===== config.mk =====
export PLATFORM = sky130hd
export DESIGN_NAME = uart_rx
export DESIGN_NICKNAME = d
export VERILOG_FILES = /design/src/rtl/uart_pkg.sv /design/src/rtl/uart_rx_sampler.sv /design/src/rtl/uart_rx.sv
export SDC_FILE = /design/constraint.sdc
export NUM_CORES = 1
export LEC_CHECK = 0
export ABC_AREA = 1
export CORE_ASPECT_RATIO = 1.1
export CORE_MARGIN = 2
export CORE_UTILIZATION = 35
export DETAILED_ROUTE_END_ITERATION = 6
export GPL_TIMING_DRIVEN = 0
export SLEW_MARGIN = 30
export SYNTH_ARGS = -nofsm -noshare
export SYNTH_HDL_FRONTEND = slang
export SYNTH_SLANG_ARGS = --single-unit

===== constraint.sdc =====
create_clock -name CLK -period 2.64 [get_ports CLK]
set_clock_uncertainty 0.05 [all_clocks]
set_input_delay 0.264 -clock CLK [delete_from_list [all_inputs] [get_ports CLK]]
set_output_delay 0.264 -clock CLK [all_outputs]
set_load 0.05 [all_outputs]

===== src/rtl/uart_pkg.sv =====
// Shared UART definitions: receiver FSM encoding, legal oversampling ratios
// and parity-type constants common to the TX and RX sides.
package uart_pkg;

   typedef enum logic [2:0] {
      ST_IDLE,
      ST_START,
      ST_DATA,
      ST_PARITY,
      ST_STOP
   } rx_state_e;

   localparam int unsigned PRESCALE_8  = 8;
   localparam int unsigned PRESCALE_16 = 16;
   localparam int unsigned PRESCALE_32 = 32;

   localparam logic PAR_EVEN = 1'b0;
   localparam logic PAR_ODD  = 1'b1;

endpackage


===== src/rtl/uart_rx_sampler.sv =====
// RX line synchronizer, per-bit edge counter and mid-bit sampling.
// UART_RX_MAJORITY_VOTE_EN selects a 2-of-3 vote around the bit centre.
module uart_rx_sampler
   import uart_pkg::*;
#(
   parameter int PRESCALE_WIDTH = 6
) (
   input  logic                      CLK,
   input  logic                      RST,
   input  logic                      RX_IN,
   input  logic [PRESCALE_WIDTH-1:0] i_prescale,
   input  logic                      i_idle,
   output logic                      o_rx_s,
   output logic                      o_sampled_bit,
   output logic                      o_bit_done
);

   localparam logic [PRESCALE_WIDTH-1:0] ONE = PRESCALE_WIDTH'(1);
   localparam logic [PRESCALE_WIDTH-1:0] TWO = PRESCALE_WIDTH'(2);

   logic [1:0]                r_sync;
   logic [PRESCALE_WIDTH-1:0] r_edge_cnt;
   logic                      r_bit;
   logic                      w_rx_s;
   logic [PRESCALE_WIDTH-1:0] w_half;

   assign w_rx_s        = r_sync[1];
   assign w_half        = i_prescale >> 1;
   assign o_rx_s        = w_rx_s;
   assign o_sampled_bit = r_bit;
   assign o_bit_done    = !i_idle && (r_edge_cnt == (i_prescale - ONE));

   always_ff @(posedge CLK or posedge RST) begin
      if (RST) r_sync <= 2'b11;
      else     r_sync <= {r_sync[0], RX_IN};
   end

   // The cycle IDLE sees the line low already counts as edge 0 of the start bit.
   always_ff @(posedge CLK or posedge RST) begin
      if (RST)             r_edge_cnt <= '0;
      else if (i_idle)     r_edge_cnt <= {{(PRESCALE_WIDTH-1){1'b0}}, ~w_rx_s};
      else if (o_bit_done) r_edge_cnt <= '0;
      else                 r_edge_cnt <= r_edge_cnt + ONE;
   end

`ifdef UART_RX_MAJORITY_VOTE_EN
   logic [1:0] r_vote;

   always_ff @(posedge CLK or posedge RST) begin
      if (RST) begin
         r_vote <= 2'b11;
         r_bit  <= 1'b1;
      end else begin
         if (r_edge_cnt == (w_half - TWO)) r_vote[0] <= w_rx_s;
         if (r_edge_cnt == (w_half - ONE)) r_vote[1] <= w_rx_s;
         if (r_edge_cnt == w_half)
            r_bit <= (r_vote[0] & r_vote[1]) | (r_vote[0] & w_rx_s) | (r_vote[1] & w_rx_s);
      end
   end
`else
   always_ff @(posedge CLK or posedge RST) begin
      if (RST)                               r_bit <= 1'b1;
      else if (r_edge_cnt == (w_half - ONE)) r_bit <= w_rx_s;
   end
`endif

endmodule


===== src/rtl/uart_rx.sv =====
// UART receiver: frame FSM, LSB-first deserializer, parity/stop checking.
// Build option UART_RX_MAJORITY_VOTE_EN is handled inside uart_rx_sampler.
module uart_rx
   import uart_pkg::*;
#(
   parameter int P_DATA_WIDTH   = 8,
   parameter int PRESCALE_WIDTH = 6
) (
   input  logic                      CLK,
   input  logic                      RST,
   input  logic                      RX_IN,
   input  logic [PRESCALE_WIDTH-1:0] PRESCALE,
   input  logic                      PAR_EN,
   input  logic                      PAR_TYP,
   output logic [P_DATA_WIDTH-1:0]   P_DATA,
   output logic                      Data_Valid,
   output logic                      parity_error,
   output logic                      stop_error
);

   localparam int BCW = (P_DATA_WIDTH > 1) ? $clog2(P_DATA_WIDTH) : 1;
   localparam logic [BCW-1:0] LAST_BIT = BCW'(P_DATA_WIDTH - 1);

   rx_state_e                 r_state, w_state_nxt;
   logic [PRESCALE_WIDTH-1:0] r_prescale;
   logic                      r_par_en, r_par_typ, r_par_err;
   logic [P_DATA_WIDTH-1:0]   r_shift;
   logic [BCW-1:0]            r_bit_cnt;
   logic                      w_rx_s, w_bit, w_bit_done;
   logic                      w_shift_en, w_par_chk, w_resolve;

   uart_rx_sampler #(.PRESCALE_WIDTH(PRESCALE_WIDTH)) u_sampler (
      .CLK           (CLK),
      .RST           (RST),
      .RX_IN         (RX_IN),
      .i_prescale    (r_prescale),
      .i_idle        (r_state == ST_IDLE),
      .o_rx_s        (w_rx_s),
      .o_sampled_bit (w_bit),
      .o_bit_done    (w_bit_done)
   );

   always_ff @(posedge CLK or posedge RST) begin
      if (RST) r_state <= ST_IDLE;
      else     r_state <= w_state_nxt;
   end

   always_comb begin
      w_state_nxt = r_state;
      w_shift_en  = 1'b0;
      w_par_chk   = 1'b0;
      w_resolve   = 1'b0;
      case (r_state)
         ST_IDLE:   if (!w_rx_s) w_state_nxt = ST_START;
         ST_START:  if (w_bit_done) w_state_nxt = w_bit ? ST_IDLE : ST_DATA;
         ST_DATA:
            if (w_bit_done) begin
               w_shift_en = 1'b1;
               if (r_bit_cnt == LAST_BIT) w_state_nxt = r_par_en ? ST_PARITY : ST_STOP;
            end
         ST_PARITY:
            if (w_bit_done) begin
               w_par_chk   = 1'b1;
               w_state_nxt = ST_STOP;
            end
         ST_STOP:
            if (w_bit_done) begin
               w_resolve   = 1'b1;
               w_state_nxt = ST_IDLE;
            end
         default:   w_state_nxt = ST_IDLE;
      endcase
   end

   // Frame configuration is frozen once a start bit is seen.
   always_ff @(posedge CLK or posedge RST) begin
      if (RST) begin
         r_prescale   <= PRESCALE_WIDTH'(PRESCALE_8);
         r_par_en     <= 1'b0;
         r_par_typ    <= PAR_EVEN;
         r_par_err    <= 1'b0;
         r_shift      <= '0;
         r_bit_cnt    <= '0;
         P_DATA       <= '0;
         Data_Valid   <= 1'b0;
         parity_error <= 1'b0;
         stop_error   <= 1'b0;
      end else begin
         Data_Valid   <= 1'b0;
         parity_error <= 1'b0;
         stop_error   <= 1'b0;
         if (r_state == ST_IDLE) begin
            r_prescale <= PRESCALE;
            r_par_en   <= PAR_EN;
            r_par_typ  <= PAR_TYP;
            r_par_err  <= 1'b0;
            r_bit_cnt  <= '0;
         end
         if (w_shift_en) begin
            r_shift   <= {w_bit, r_shift[P_DATA_WIDTH-1:1]};
            r_bit_cnt <= r_bit_cnt + BCW'(1);
         end
         if (w_par_chk)
            r_par_err <= w_bit != ((^r_shift) ^ (r_par_typ == PAR_ODD));
         if (w_resolve) begin
            stop_error   <= !w_bit;
            parity_error <= r_par_err;
            if (w_bit && !r_par_err) begin
               P_DATA     <= r_shift;
               Data_Valid <= 1'b1;
            end
         end
      end
   end

endmodule


; ---- Word level (Yosys, flattened, before mapping)
; Index checks and enable logic that the tools add are counted.
[word_totals]
regBits = 43
wordCells = 68
out_inout_bits = 11
[op_classes]
eq_ne = 14
n_bitwise = 2
n_addsub = 4
reduce_logical = 11
n_mux = 23
[op_table]
columns = op, n
row1 = two-way mux 3 bit, 9
row2 = one-hot mux 3 bit (5 select lines), 1
row3 = equality test 6 bit, 2
row4 = two-way mux 6 bit, 2
row5 = two-way mux 1 bit, 10
row6 = "inequality test 2 x 1 -> 1 bit, second input constant", 4
row7 = XOR reduction 8 bit, 1
row8 = "adder 6 x 1 -> 6 bit, second input constant", 1
row9 = "equality test 3 x 2 -> 1 bit, second input constant", 2
row10 = "equality test 3 bit, second input constant", 2
row11 = AND reduction 6 bit, 1
row12 = "subtractor 5 x 1 -> 6 bit, second input constant", 1
row13 = "subtractor 6 x 1 -> 6 bit, second input constant", 1
row14 = "inequality test 2 bit, second input constant", 2
row15 = nonzero test 2 bit, 2
row16 = "adder 3 x 1 -> 3 bit, second input constant", 1
row17 = "equality test 3 x 1 -> 1 bit, second input constant", 1
row18 = zero test 1 bit, 3
row19 = zero test 3 bit, 1
row20 = logical AND 1 bit, 2
row21 = two-way mux 2 bit, 1
row22 = AND reduction 2 bit, 1
row23 = inequality test 1 bit, 1
row24 = inverter 1 bit, 1
row25 = XOR 1 bit, 1

; ---- Longest topological paths before layout
[depth]
word_depth = 6
depth_mapped = 14

; ---- Cells and area by module
; A second synthesis with hierarchy kept.
[hier_totals]
cells_unflattened = 303
hier_area_um2 = 2364.8
[by_module_without_submodules]
columns = module, n_inst, cells_each, area_each_um2, seq_area_each_um2
row1 = uart_rx, 1, 186, 1576.5, 852.1
row2 = uart_rx_sampler, 1, 117, 788.3, 229.0

; ---- Least setup slack after synthesis
; Ideal clock, no wire load.
[synth_path]
path_type = reg2reg
from = register r_prescale[1]
to = register P_DATA[1]
slack_ns = 0.767
arrival_time_ns = 1.704
stages_incl_launch_ff = 15
synth_period_minus_slack_ns = 1.873
cell_sequence = dfrtp_1 > inv_1 > ha_1 > inv_1 > nand2_1 > nand3_1 > nand3_1 > nand2_1 > nor2_4 > nand2_4 > nor2_4 > nand2_2 > buf_6 > nand2_2 > o21ai_2
[synth_via]
elab_chain_cells = 6
[synth_rtl]
columns = element, line
row1 = start: declaration, uart_rx.sv:25  ; logic [PRESCALE_WIDTH-1:0] r_prescale;
row2 = start signal: assignment, uart_rx.sv:78  ; r_prescale <= PRESCALE_WIDTH'(PRESCALE_8);
row3 = subtractor 6 x 1 -> 6 bit, uart_rx_sampler.sv:31  ; assign o_bit_done = !i_idle && (r_edge_cnt == (i_prescale - ONE));
row4 = equality test 6 bit, uart_rx_sampler.sv:31
row5 = logical AND 1 bit, uart_rx_sampler.sv:31
row6 = two-way mux 1 bit, uart_rx.sv:67  ; if (w_bit_done) begin
row7 = two-way mux 1 bit, uart_rx.sv:53  ; case (r_state)
row8 = AND reduction 2 bit (no line), --
row9 = end signal: assignment, uart_rx.sv:109  ; P_DATA <= r_shift;
row10 = end: declaration, uart_rx.sv:15  ; output logic [P_DATA_WIDTH-1:0] P_DATA,
; No other way between the ends.
; A chain may end at the register's enable or synchronous reset.

; ---- Worst setup path after layout
; Ends and elaborated chain as after synthesis.

==> impl_metrics.ini <==
[outcome]
status = finished, final reports clean

[placement]
port_buffers = 21
dp_slack_ps = 488.7
hpwlAfterDp_um = 3170
gp_congestion = 0.8245
dpl_cell_area_um2 = 2613

[cells_and_area]
finalNetCount = 327
drive_above_1_share = 0.1318
diodes = 0
area_growth_syn_to_layout_pct = 18.20
design_area_um2 = 2698

[clock_network]
cts-resized-gates = 0
numCtsBuffers = 5
clk_path_buf_depth = 2
cts_tree = done
htreeDepth = 2
clock-sinks = 43
cts_hold_buf = 0
postCtsSetupRepairBufs = 0
clk_pin_slew_worst_paths_ps = 80
root_buffer = clkbuf_8
clk_latency_ps = 300

[setup_path]
worstPathRequired_ps = 2790
critPathMaxFanout = 10
crit_buf_inv = 3
critPathLaunch = r_prescale[1]
critPathSlowestCell = dfrtp_1
timing.rr.start = r_prescale[1]
worst_ep_arrival_time_ps = 2300
path_delay_family = simple AND/OR/NAND/NOR gates
reg2reg_to = P_DATA[1]
crit_path_cell_trace = inv_1 -> ha_1 -> inv_1 -> nand2_1 -> nand3_1 -> nand3_1 -> nand2_1 -> nor2_4 -> nand2_4 -> nor2_4 -> nand2_2 -> buf_6 -> nand2_2 -> o21ai_2
worst-path-stages = 14
critPathLaunchType = flop
path_class = reg2reg
critPathMaxStageDelay_ps = 380
reg2reg_slack_ps = 490
worst_setup_path_end_kind = flop
endpoint = P_DATA[1]
r2r_cells = 14

[sta]
setup_tns_ps = 0
rsz0062_at_grt = false
hold_viol = 0
tightest_slew_ps = 506.0
fin_crit_ps = 2150
fmax_ghz = 0.4651
fin_ws_ps = 490.0
finalCritPeriodShare = 0.8144
finalSetupViolCount = 0
report.final.slew_viol_count = 0
slew_headroom = 0.6627

[die]
std_cell_rows = 30
coreArea_um2 = 6231
die_w_um = 80.99
die_y_um = 88.69
dieArea_um2 = 7183
ios = 22
start_util = 0.3663

[synthesis]
ys_seq_area_frac = 0.4737
netlist_top_cells_count = nand2_1, dfrtp_1, inv_1
synth_top_area_share = 0.4276
synth_most_common_cell = nand2_1
syn-instance-count = 281
yosys_warnings = 0
async_flop_share = 1.000
avgSynthCellArea_um2 = 8.122
syn_area_um2 = 2282
syn-num-nets = 298
synth_top_cell_by_area = dfrtp_1
synth-seq-cells = 43
synth_area_leaders = dfrtp_1, nand2_1, inv_1
ys.flop_type = dfrtp_1
ys_types = 27
synth_edf_count = 0

[global_route]
overflow = 0
grt_pass1_vias = 1692
antenna_found_initial = 0
grt_max_degree = 30
grt_pass1_wl_um = 7624
grt_use_total = 0.1376

[routing]
drt_first_pass_iters = 4
vias = 1785
drc = 0
viasPerCell = 4.565
drt-initial-drc-count = 78
wl_per_cell_um = 11.02
ant_nets = 0
wirelength_um = 4308

[pwr]
power_density_nw_per_um2 = 884.1
power_leakage_nw = 1.292
ir_drop_v = 0.0003432

[hold_path]
hp-class = in2async

[run]
drv_cap = 0
-- area by class of cell --
| class | count | area (µm²) |
|---|---|---|
| sequential | 43 | 1081 |
| clock buffer | 6 | 72.57 |
| timing repair buffer | 22 | 230.2 |
| clock inverter | 2 | 12.51 |
| buffer | 5 | 33.78 |
| inverter | 41 | 153.9 |
| tap | 80 | 100.1 |
| multi-input combinational | 192 | 1013 |
| fill | 658 | 3533 |
-- worst min-delay path by stage --
stage,from,to,cells past startpoint
global placement,u_sampler.r_sync[0],u_sampler.r_sync[1],0
floorplan,RX_IN,u_sampler.r_sync[0],0
detailed placement,u_sampler.r_sync[0],u_sampler.r_sync[1],0
finish,RST,P_DATA[4],2
global route,RST,P_DATA[4],2
CTS,RST,P_DATA[4],2
-- routing by layer --
layer	up-vias	global-route usage	routed length, µm
li1	933	-	-
met1	824	0.1869	2229
met2	22	0.2156	1861
met3	6	0.03061	148
met4	0	0.05085	69
met5	-	0	0
-- cells in the final DEF, fill, tap and decap left out, drive strengths merged --
cell type / synthesis / final
nand2: 86 / 86
inv: 40 / 40
dfrtp: 39 / 39
o21ai: 28 / 28
nor2: 24 / 24
clkdlybuf4s50: 0 / 21
nand3: 17 / 17
xnor2: 10 / 10
clkbuf: 3 / 9
xor2: 6 / 6
ha: 6 / 6
nor3: 5 / 5
dfstp: 4 / 4
buf: 2 / 3
a21oi: 3 / 3
o211ai: 2 / 2
or2: 2 / 2
nand4: 2 / 2
clkinv: 1 / 2
nand3b: 1 / 1
clkinvlp: 0 / 1
-- state kept, by name (all words and copies together), names as in the netlist, 2 cells and up --
register              cells
r_state                   3
r_shift                   8
P_DATA                    8
r_prescale                6
r_bit_cnt                 3
u_sampler.r_sync          2
u_sampler.r_edge_cnt      6
-- power by group --
group          total [mW]  internal [mW]  leakage (nW)  switching, mW
registers           0.914          0.787         0.567          0.126
logic                1.06          0.392         0.683          0.673
clock network       0.407          0.185        0.0412          0.222
total                2.38           1.36          1.29           1.02
-- logic make-up (layout without fill, tap and decap cells) --
| group | after synthesis | after routing | share of synthesized area |
|---|---|---|---|
| compound gates | 33 | 33 | 0.08772 |
| xor+xnor | 16 | 16 | 0.06140 |
| fa+ha+maj | 6 | 6 | 0.03289 |
| buf+inv | 46 | 76 | 0.08224 |
| flops | 43 | 43 | 0.4737 |
| simple gates | 137 | 137 | 0.2621 |
-- per-stage QoR --
stage | cells | total power, mW | hold WS [ps] | util
floorplan | 281 | 1.757 | 218.5 | -
finish | 391 | 2.385 | 194.8 | 0.4329
global route | 391 | 2.626 | 225.8 | 0.4329
global placement | 382 | 1.977 | 296.7 | 0.4161
CTS | 391 | 2.414 | 202.8 | 0.4329
detailed placement | 383 | 1.998 | 302.6 | 0.4193
Note: power is estimated with default switching activity, not from simulation.
